`config.mk`:
```
export PLATFORM = sky130hd
export DESIGN_NAME = rr_arbiter4
export DESIGN_NICKNAME = d
export VERILOG_FILES = /design/src/rtl/arb_pkg.sv /design/src/rtl/rr_pick4.sv /design/src/rtl/rr_arbiter4.sv
export SDC_FILE = /design/constraint.sdc
export NUM_CORES = 1
export LEC_CHECK = 0
export CORE_ASPECT_RATIO = 1.4
export CORE_MARGIN = 2
export CORE_UTILIZATION = 30
export CTS_BUF_LIST = sky130_fd_sc_hd__clkbuf_4 sky130_fd_sc_hd__clkbuf_8
export CTS_CLUSTER_DIAMETER = 200
export DETAILED_ROUTE_END_ITERATION = 8
export GPL_ROUTABILITY_DRIVEN = 0
export PLACE_DENSITY_LB_ADDON = 0.3
export SYNTH_ARGS = -nofsm -noshare
export SYNTH_HDL_FRONTEND = slang
export SYNTH_SLANG_ARGS = --single-unit
```
`constraint.sdc`:
```
create_clock -name clk -period 2.05 [get_ports clk]
set_input_delay 0.41 -clock clk [delete_from_list [all_inputs] [get_ports clk]]
set_output_delay 0.41 -clock clk [all_outputs]
set_load 0.05 [all_outputs]
```
`src/rtl/arb_pkg.sv`:
```
// Shared definitions for the 4-source round-robin arbiter.
package arb_pkg;
  localparam int NUM_SRC = 4;

  typedef enum logic {
    IDLE = 1'b0,
    BUSY = 1'b1
  } state_t;

  typedef logic [1:0] sel_t;
endpackage

```
`src/rtl/rr_pick4.sv`:
```
// Combinational round-robin search: first requester at or after ptr, wrapping modulo 4.
module rr_pick4
  import arb_pkg::*;
(
  input  logic [NUM_SRC-1:0] req,
  input  sel_t               ptr,
  output logic               found,
  output sel_t               idx
);

  sel_t cand;

  // Walk offsets from farthest to nearest so the nearest requester wins.
  always_comb begin
    found = 1'b0;
    idx   = 2'd0;
    cand  = ptr;
    for (int k = NUM_SRC - 1; k >= 0; k--) begin
      cand = ptr + 2'(k);
      if (req[cand]) begin
        found = 1'b1;
        idx   = cand;
      end
    end
  end

endmodule

```
`src/rtl/rr_arbiter4.sv`:
```
// Round-robin arbiter for 4 sources with hold-until-done and a hold-time limit.
// Grant appears 1 cycle after a request is seen in IDLE; one dead cycle separates grants.
module rr_arbiter4
  import arb_pkg::*;
#(
  parameter int MAX_HOLD = 8
) (
  input  logic               clk,
  input  logic               rst_n,
  input  logic [NUM_SRC-1:0] req,
  input  logic               done,
  output logic [NUM_SRC-1:0] grant,
  output logic [1:0]         select,
  output logic               valid
);

  localparam int HW = $clog2(MAX_HOLD + 1);
  localparam logic [HW-1:0] HOLD_LAST = HW'(MAX_HOLD - 1);

  state_t             state_q, state_d;
  logic [NUM_SRC-1:0] grant_q, grant_d;
  sel_t               select_q, select_d;
  logic               valid_q, valid_d;
  sel_t               ptr_q, ptr_d;
  logic [HW-1:0]      hold_q, hold_d;

  logic found;
  sel_t pick_idx;
  logic release_now;

  rr_pick4 u_pick (
    .req   (req),
    .ptr   (ptr_q),
    .found (found),
    .idx   (pick_idx)
  );

  // Any release cause gives the same single transition back to IDLE.
  assign release_now = done | ~req[select_q] | (hold_q == HOLD_LAST);

  always_comb begin
    state_d  = state_q;
    grant_d  = grant_q;
    select_d = select_q;
    valid_d  = valid_q;
    ptr_d    = ptr_q;
    hold_d   = hold_q;
    case (state_q)
      IDLE: begin
        if (found) begin
          state_d  = BUSY;
          grant_d  = 4'(1) << pick_idx;
          select_d = pick_idx;
          valid_d  = 1'b1;
          hold_d   = '0;
        end
      end
      BUSY: begin
        if (release_now) begin
          state_d  = IDLE;
          grant_d  = '0;
          select_d = 2'd0;
          valid_d  = 1'b0;
          ptr_d    = select_q + 2'd1;
          hold_d   = '0;
        end else begin
          hold_d = hold_q + HW'(1);
        end
      end
      default: begin
        state_d = IDLE;
      end
    endcase
  end

  always_ff @(posedge clk or negedge rst_n) begin
    if (!rst_n) begin
      state_q  <= IDLE;
      grant_q  <= '0;
      select_q <= 2'd0;
      valid_q  <= 1'b0;
      ptr_q    <= 2'd0;
      hold_q   <= '0;
    end else begin
      state_q  <= state_d;
      grant_q  <= grant_d;
      select_q <= select_d;
      valid_q  <= valid_d;
      ptr_q    <= ptr_d;
      hold_q   <= hold_d;
    end
  end

  assign grant  = grant_q;
  assign select = select_q;
  assign valid  = valid_q;

endmodule

```
==> out/results.tsv, run 1 <==
stage	metric	value	unit
worst_setup_path	crit_path_start	grant[0]	
route	drt_wl_total	1560	microns
worst_setup_path	critPathRequiredTime	1.64	ns
timing	max_freq	0.537	GHz
yosys	synth_flop_cell	dfrtp_1	
timing	holdWs	0.511	ns
final_layout	regArea	350	sq um
timing	tns	0	ns
clock_network	clkLatencyLatePin	0.28	ns
clock_network	cts_hold_buf	0	
final_layout	layout_common_cells	14 x dfrtp_1, 11 x clkdlybuf4s50_1	
clock_network	clkSlewWorstSetupHoldPaths	0.08	ns
pwr	ir_drop	0.000648	V
yosys	syn-num-nets	75	
status	status	finished, final reports clean	
worst_setup_path	slowest_delay	0.81	ns
global_routing	antenna_found_initial	0	
global_routing	grt_pass1_wl	2750	microns
placed_design	dp_hpwl	1170	microns
die	die_w	46.7	microns
placed_design	portBuffers	13	
pwr	p_leak	0.477	nW
die	core	2420	sq um
timing	slew_headroom	58.8	%
pwr	power.density	1390	nW/um^2
final_layout	n_antenna_cell	0	
yosys	synthArstFlopShare	100	%
yosys	synthDistinctLibCells	33	
worst_setup_path	cp_max_fo	2	
route	drc	0	
worst_setup_path	cp_num_buf_inv	1	
timing	tightest_slew	0.617	ns
clock_network	postCtsResizedCells	0	
route	first_iter_violations	18	
clock_network	htreeDepth	1	
route	viasPerCell	5.04	
placed_design	pre_cts_ws	0.0468	ns
yosys	syn_area_per_cell	11.4	sq um
yosys	ys_seq_elements	14	
pwr	finalPower	1.37	mW
timing	rsz0062_at_grt	false	
timing	period_minus_slack	1.86	ns
route	postRouteAntennaNets	0	
timing	drv_slew	0	
worst_setup_path	slowest_stage	clkdlybuf4s50_1	
timing	hold_viol	0	
placed_design	postPlaceCellArea	950	sq um
die	dieArea	2970	sq um
final_layout	multi_input_area	403	sq um
timing	postLayoutSetupSlackWorst	0.186	ns
job	maxCapViolations	0	
worst_setup_path	critPathTopFamily	buffers and inverters	
worst_setup_path	start_kind	flip-flop	
die	die_h	63.7	microns
final_layout	layout_commonest_cell	dfrtp_1	
final_layout	nNetsFinal	95	
clock_network	cts_buffers	3	
final_layout	design_area	988	sq um
yosys	yosysWarnings	0	
clock_network	cts_buffer_depth	2	
route	num_vias	605	
die	std_cell_rows	21	
yosys	synth-seq-area-share	45.8	%
yosys	synth-edff-count	0	
timing	timing.final.crit_share	90.9	%
die	start_util	31.6	%
clock_network	tritoncts	done	
die	ioPinCount	14	
yosys	syn_inst	67	
global_routing	overflow	0	
min_path	hp-class	input pin to asynchronous set/reset pin	
yosys	syn_area	764	sq um
final_layout	fill_cells	244	
global_routing	grt_usage	12.6	%
clock_network	post_cts_buffers	0	
global_routing	grt_pass1_vias	607	
timing	fin_skew	0.000827	ns
worst_setup_path	rr_startpoint	hold_q[0]	
final_layout	syn_to_final_growth	29.3	%
route	avgRoutedWirePerCell	13.0	microns
worst_setup_path	end_kind	primary output	
worst_setup_path	arrival	1.45	ns
worst_setup_path	path_cells	clkdlybuf4s50_1	
global_routing	grt_max_degree	15	
final_layout	drive_gt1_share	19.8	%
worst_setup_path	crit_type	flip-flop to primary output	
clock_network	cts_root_buf	clkbuf_4	
timing	setup_viol	0	
route	dr.pass1.iters	4	
clock_network	clock_sinks	14	
==> area by class of cell <==
type	count	area share [%]
clock buffers	4	3.67
inverters	3	1.14
multi-input cells	50	40.8
flip-flops and latches	14	35.4
well taps	34	4.30
repair buffers	15	14.7
==> final timing paths <==
| check | endpoint | slack (ns) | cells past startpoint |
|---|---|---|---|
| max | grant[0] | 0.19 | 1 |
| min | hold_q[2] | 0.51 | 1 |
| max reg2reg | ptr_q[1] | 0.42 | 5 |
| min reg2reg | grant[3] | 0.51 | 1 |
| max in group asynchronous | ptr_q[0] | 1.14 | 1 |
| min in group clk | grant[3] | 0.51 | 1 |
==> per-layer routing <==
| layer | vias to the layer above | GRT usage (%) | wire, microns |
|---|---|---|---|
| met5 | - | 0 | 0 |
| met4 | 0 | 6.25 | 40 |
| met3 | 5 | 0.847 | 57 |
| met2 | 16 | 19.6 | 752 |
| met1 | 292 | 17.2 | 706 |
| li1 | 292 | - | - |
==> synthesized netlist by cell type (2+ instances only) <==
cell type  count  area (sq um)
mux2i_1        3          30.0
nor4_1         2          12.5
nand2_1        3          11.3
and2_1         2          12.5
nand2b_1       2          12.5
nor2_1         3          11.3
mux2_4         3          45.0
nor3_1         2          10.0
o2bb2ai_1      2          17.5
o21bai_1       2          15.0
dfrtp_1       14           350
a22o_1         3          26.3
nor2b_1        2          12.5
a21oi_1        2          10.0
nor4b_1        2          17.5
inv_1          3          11.3
==> report_power, final <==
part | leakage [nW] | total, mW | internal, mW | switching (mW)
Combinational | 0.276 | 0.710 | 0.303 | 0.407
Clock | 0.0210 | 0.198 | 0.108 | 0.0897
Sequential | 0.180 | 0.467 | 0.368 | 0.0987
==> sequential cells by signal, summed over array words and instances, names as in the netlist <==
| signal | count |
|---|---|
| hold_q | 4 |
| grant | 4 |
| valid | 1 |
| ptr_q | 2 |
| select | 2 |
| state_q | 1 |
==> cells by family after synthesis <==
kind of cell / count (synthesis) / synth area share [%]
AO/OA/AOI/OAI: 18 / 21.4
XOR/XNOR: 1 / 1.15
adder cells (fa/ha/maj): 1 / 1.64
buffers and inverters: 3 / 1.47
flip-flops: 14 / 45.8
multiplexers: 7 / 11.3
AND/OR/NAND/NOR: 23 / 17.2
==> through the flow <==
step	cells	utilization [%]
6_report	120	40.9
5_1_grt	120	40.9
4_1_cts	120	40.8
3_3_place_gp	116	39.3
3_5_place_dp	116	39.3
2_1_floorplan	67	-
No activity file was read; power rests on OpenSTA's default activity.
==> run 2, diff against run 1 <==
CORE_MARGIN = 5   (was 2)
==> run 2 against run 1 <==
  * Clock power hardly changed
  * Critical path depth unchanged
  * Critical path type unchanged
  * Critical endpoint unchanged
  * Largest power group unchanged
  * Worst hold slack worse by 0.0089 ns
  * Combinational power hardly changed
==> out/results.tsv, run 2 (synthesis gave the netlist of run 1 again) <==
stage	metric	value	unit	change
worst_setup_path	worst-path-stages	1		unchanged
timing	hold_viol	0		unchanged
final_layout	n_antenna_cell	0		unchanged
placed_design	dp_hpwl	1270	microns	was 1170 microns
worst_setup_path	reg2regPathDepth	5		unchanged
clock_network	clkLatencyLatePin	0.28	ns	about the same
worst_setup_path	r2r-end	ptr_q[1]		unchanged
timing	fin_skew	0.0129	ns	was 0.000827 ns
timing	rsz0062_at_grt	false		unchanged
clock_network	post_cts_buffers	0		unchanged
timing	tns	0	ns	unchanged
worst_setup_path	crit_end	grant[0]		unchanged
die	std_cell_rows	21		unchanged
route	drc	0		unchanged
final_layout	nNetsFinal	95		unchanged
worst_setup_path	arrival	1.47	ns	was 1.45 ns
placed_design	portBuffers	13		unchanged
die	core	2420	sq um	unchanged
worst_setup_path	slowest_delay	0.81	ns	about the same
worst_setup_path	cp_max_fo	2		unchanged
global_routing	grt_pass1_vias	602		was 607
final_layout	drive_gt1_share	20.9	%	was 19.8%
route	postRouteAntennaNets	0		unchanged
worst_setup_path	slowest_stage	clkdlybuf4s50_1		unchanged
job	maxCapViolations	0		unchanged
clock_network	clkSlewWorstSetupHoldPaths	0.09	ns	was 0.08 ns
worst_setup_path	ff2ff_setup_slack	0.40	ns	was 0.42 ns
clock_network	cts_hold_buf	0		unchanged
route	first_iter_violations	9		was 18
timing	max_freq	0.532	GHz	was 0.537 GHz
final_layout	syn_to_final_growth	28.6	%	was 29.3%
pwr	ir_drop	0.000572	V	was 0.000648 V
worst_setup_path	path_cells	clkdlybuf4s50_1		unchanged
placed_design	pre_cts_ws	0.0294	ns	was 0.0468 ns
global_routing	overflow	0		unchanged
final_layout	regArea	350	sq um	unchanged
timing	timing.final.crit_share	91.8	%	was 90.9%
timing	tightest_slew	0.612	ns	was 0.617 ns
worst_setup_path	crit_path_start	grant[0]		unchanged
timing	setup_viol	0		unchanged
timing	postLayoutSetupSlackWorst	0.169	ns	was 0.186 ns
final_layout	layout_commonest_cell	dfrtp_1		unchanged
timing	drv_slew	0		unchanged
final_layout	layout_common_cells	14 x dfrtp_1, 11 x clkdlybuf4s50_1, 4 x buf_4		was 14 x dfrtp_1, 11 x clkdlybuf4s50_1
die	ioPinCount	14		unchanged
route	drt_wl_total	1650	microns	was 1560 microns
worst_setup_path	end_kind	primary output		unchanged
final_layout	multi_input_area	403	sq um	unchanged
worst_setup_path	cp_num_buf_inv	1		unchanged
clock_network	cts_buffers	3		unchanged
die	die_w	52.7	microns	was 46.7 microns
timing	slew_headroom	59.1	%	was 58.8%
worst_setup_path	critPathRequiredTime	1.64	ns	about the same
die	dieArea	3670	sq um	was 2970 sq um
worst_setup_path	crit_type	flip-flop to primary output		unchanged
clock_network	cts_root_buf	clkbuf_4		unchanged
global_routing	antenna_found_initial	0		unchanged
placed_design	postPlaceCellArea	947	sq um	was 950 sq um
route	dr.pass1.iters	4		unchanged
clock_network	cts_buffer_depth	2		unchanged
min_path	hp-class	input pin to asynchronous set/reset pin		unchanged
status	status	finished, final reports clean		unchanged
global_routing	grt_pass1_wl	2820	microns	was 2750 microns
route	num_vias	608		was 605
final_layout	fill_cells	252		was 244
clock_network	clock_sinks	14		unchanged
global_routing	grt_max_degree	15		unchanged
route	viasPerCell	5.07		was 5.04
route	avgRoutedWirePerCell	13.7	microns	was 13.0 microns
pwr	p_leak	0.465	nW	was 0.477 nW
timing	period_minus_slack	1.88	ns	was 1.86 ns
global_routing	grt_usage	10.0	%	was 12.6%
die	die_h	69.7	microns	was 63.7 microns
clock_network	htreeDepth	1		unchanged
pwr	power.density	1400	nW/um^2	was 1390 nW/um^2
worst_setup_path	critPathTopFamily	buffers and inverters		unchanged
clock_network	postCtsResizedCells	0		unchanged
worst_setup_path	rr_startpoint	hold_q[0]		unchanged
final_layout	design_area	983	sq um	was 988 sq um
final_layout	final_util	40.7	%	was 40.9%
worst_setup_path	start_kind	flip-flop		unchanged
die	start_util	31.6	%	unchanged
clock_network	tritoncts	done		unchanged
==> run 2: changes by cell type in the layout (fill, tap and decap cells not counted), sizes merged <==
cell | before | now
buf | 3 | 4
dlymetal6s2s | 1 | 0
==> run 2: report_power, final <==
| part | total, mW | internal [mW] | switching [mW] |
|---|---|---|---|
| Sequential | 0.469 | 0.368 | 0.101 |
| Combinational | 0.710 | 0.301 | 0.409 |
| Clock | 0.199 | 0.108 | 0.0914 |
| Total | 1.38 | 0.777 | 0.602 |
==> run 2: worst min-delay path by stage <==
stage                      to      from
floorplan            grant[0]     rst_n
global placement     grant[2]  grant[2]
detailed placement   grant[1]  grant[1]
CTS                  grant[1]  grant[1]
global route         grant[2]  grant[2]
finish              select[0]     rst_n
==> run 2: final cells by class <==
type / instances / share of cell area [%]
multi-input combinational: 50 / 41.0
sequential: 14 / 35.6
timing repair buffer: 15 / 14.2
tap: 34 / 4.33
clock buffer: 4 / 3.69
inverter: 3 / 1.15
==> run 2: metal layers <==
layer	vias up	global-route usage, %	share of wire (%)
met1	302	12.6	45
met2	15	15.5	48
li1	289	-	-
met5	-	0	0
met4	0	6.82	2.1
met3	2	1.08	4.7
==> run 2: worst reg2reg max path, stage by stage (launching register included) <==
cell and delay, ns:
dfrtp_1 0.38, ha_1 0.21, nand2_1 0.06, o21bai_1 0.37
o21a_4 0.24, mux2_4 0.30
==> run 2: stage by stage <==
stage	power [mW]	instances	hold slack [ns]
CTS	1.39	120	0.512
finish	1.38	120	0.503
detailed placement	1.19	116	0.476
global route	1.46	120	0.545
floorplan	0.980	67	0.114
global placement	1.18	116	0.499
==> run 3, diff against run 2 <==
CORE_AREA = 5 5 42 44   (was unset)
CORE_ASPECT_RATIO = unset   (was 1.4)
CORE_MARGIN = unset   (was 5)
CORE_UTILIZATION = unset   (was 30)
DIE_AREA = 0 0 47 49   (was unset)
DONT_BUFFER_PORTS = 1   (was unset)
==> run 3 against run 2 <==
  * Non-clock buffer count fell by 12
  * Register-to-register slack improved by 0.04 ns
  * Via count shrank 12%
  * Combinational power decreased by 32%
  * Core utilization up 20 points
  * Flip-flop and latch count stayed put
  * Setup slack improved by 0.27 ns
  * Routed wire length decreased by 18%
  * First-iteration DRC count is 22% lower
  * Critical path depth rose by 4
  * Global-route usage up 3.8 points
  * Sequential share of layout area grew 5.8 points
  * Critical path type is now flip-flop to flip-flop
  * Critical endpoint is now ptr_q[1]
==> out/results.tsv, run 3 (synthesis gave the netlist of run 1 again) <==
stage	metric	value	unit	change
worst_setup_path	crit_end	ptr_q[1]		was grant[0]
status	status	finished, final reports clean		unchanged
route	num_vias	537		was 608
timing	period_minus_slack	1.61	ns	was 1.88 ns
global_routing	antenna_found_initial	0		unchanged
worst_setup_path	critPathTopFamily	compound AO/OA/AOI/OAI gates		was buffers and inverters
timing	fin_skew	0.00175	ns	was 0.0129 ns
route	viasPerCell	5.97		was 5.07
job	maxCapViolations	0		unchanged
timing	slew_headroom	59.7	%	was 59.1%
clock_network	cts_buffers	3		unchanged
timing	setup_viol	0		unchanged
placed_design	portBuffers	0		was 13
worst_setup_path	crit_type	flip-flop to flip-flop		was flip-flop to primary output
pwr	p_leak	0.418	nW	was 0.465 nW
timing	postLayoutSetupSlackWorst	0.442	ns	was 0.169 ns
timing	tns	0	ns	unchanged
die	std_cell_rows	14		was 21
worst_setup_path	cp_num_buf_inv	0		was 1
worst_setup_path	critPathRequiredTime	2.21	ns	was 1.64 ns
route	drt_wl_total	1360	microns	was 1650 microns
die	die_h	49	microns	was 69.7 microns
worst_setup_path	r2r-end	ptr_q[1]		unchanged
timing	hold_viol	0		unchanged
global_routing	grt_pass1_wl	2290	microns	was 2820 microns
global_routing	grt_max_degree	15		unchanged
worst_setup_path	worst-path-stages	5		was 1
route	avgRoutedWirePerCell	15.1	microns	was 13.7 microns
pwr	finalPower	1.27	mW	was 1.38 mW
die	dieArea	2300	sq um	was 3670 sq um
timing	tightest_slew	0.603	ns	was 0.612 ns
clock_network	htreeDepth	1		unchanged
placed_design	pre_cts_ws	0.451	ns	was 0.0294 ns
clock_network	cts_root_buf	clkbuf_4		unchanged
clock_network	clkLatencyLatePin	0.27	ns	was 0.28 ns
clock_network	tritoncts	done		unchanged
final_layout	drive_gt1_share	21.6	%	was 20.9%
route	postRouteAntennaNets	0		unchanged
worst_setup_path	rr_startpoint	hold_q[0]		unchanged
die	ioPinCount	14		unchanged
worst_setup_path	path_cells	ha_1, nand2_1, o21bai_1, o21a_4, mux2_4		was clkdlybuf4s50_1
placed_design	dp_hpwl	1070	microns	was 1270 microns
timing	max_freq	0.622	GHz	was 0.532 GHz
worst_setup_path	slowest_stage	dfrtp_1		was clkdlybuf4s50_1
final_layout	layout_commonest_cell	dfrtp_1		unchanged
worst_setup_path	slowest_delay	0.38	ns	was 0.81 ns
route	drc	0		unchanged
worst_setup_path	arrival	1.77	ns	was 1.47 ns
clock_network	clock_sinks	14		unchanged
final_layout	nNetsFinal	83		was 95
timing	drv_slew	0		unchanged
worst_setup_path	reg2regPathDepth	5		unchanged
route	first_iter_violations	7		was 9
timing	timing.final.crit_share	78.5	%	was 91.8%
clock_network	clkSlewWorstSetupHoldPaths	0.08	ns	was 0.09 ns
die	start_util	54.6	%	was 31.6%
pwr	power.density	1500	nW/um^2	was 1400 nW/um^2
worst_setup_path	start_kind	flip-flop		unchanged
global_routing	grt_pass1_vias	538		was 602
pwr	ir_drop	0.000817	V	was 0.000572 V
global_routing	overflow	0		unchanged
worst_setup_path	cp_max_fo	5		was 2
final_layout	syn_to_final_growth	10.6	%	was 28.6%
route	dr.pass1.iters	4		unchanged
die	die_w	47	microns	was 52.7 microns
die	core	1400	sq um	was 2420 sq um
worst_setup_path	end_kind	flip-flop		was primary output
clock_network	postCtsResizedCells	0		unchanged
clock_network	cts_buffer_depth	2		unchanged
global_routing	grt_usage	13.8	%	was 10.0%
worst_setup_path	crit_path_start	hold_q[0]		was grant[0]
clock_network	post_cts_buffers	0		unchanged
worst_setup_path	ff2ff_setup_slack	0.44	ns	was 0.40 ns
min_path	hp-class	input pin to flip-flop		was input pin to asynchronous set/reset pin
final_layout	n_antenna_cell	0		unchanged
timing	rsz0062_at_grt	false		unchanged
run 3: changes by cell type in the layout (fill, tap and decap cells not counted):
cell             change
clkdlybuf4s50_1     -11
buf_4                -2
dlygate4sd3_1        +1
run 3: worst min path at each step:
stage | from | to | slack [ns] | cells after the start
final | done | hold_q[2] | 0.42 | 2
after detailed placement | rst_n | hold_q[0] | 0.11 | 0
after floorplan | rst_n | grant[0] | 0.11 | 0
after global routing | done | hold_q[2] | 0.43 | 2
after global placement | rst_n | hold_q[1] | 0.11 | 0
after CTS | done | hold_q[2] | 0.41 | 2
run 3: repair_timing:
item                                    4_1_cts  5_1_grt
hold endpoints to repair                     14        0
hold buffers                                  1        0
endpoints found under the setup margin        0        0
run 3: power breakdown:
group	internal, mW	switching, mW	total (mW)
sequential	0.366	0.229	0.595
clock	0.108	0.0844	0.192
combinational	0.230	0.252	0.482
total	0.704	0.565	1.27
run 3: cell type report:
type | count | area, sq um
multi-input cells | 50 | 403
fillers | 121 | 556
repair buffers | 3 | 25.0
inverters | 3 | 11.3
well taps | 16 | 20.0
flip-flops and latches | 14 | 350
clock buffers | 4 | 36.3
run 3: through the flow:
step	std cells	hold WS (ns)	utilization (%)	cell area [sq um]
detailed placement	85	0.115	57.1	800
finish	90	0.415	60.4	846
global placement	85	0.115	57.1	800
CTS	90	0.408	60.4	846
floorplan	67	0.114	-	764
global route	90	0.430	60.4	846
run 3: worst register-to-register path, delay by kind of cell, from the launching register on:
kind	cells	cell delay [ns]
DFF	1	0.38
muxes	1	0.29
AOI/OAI and AO/OA	2	0.58
and+or+nand+nor	1	0.06
adders and majority gates	1	0.19
run 3: routing by layer:
metal	wire length [microns]	vias to the layer above	global-route usage, %
met1	618	250	18.5
met5	0	-	0
met4	14	0	6.91
met2	601	16	19.0
met3	122	2	5.17
li1	-	269	-
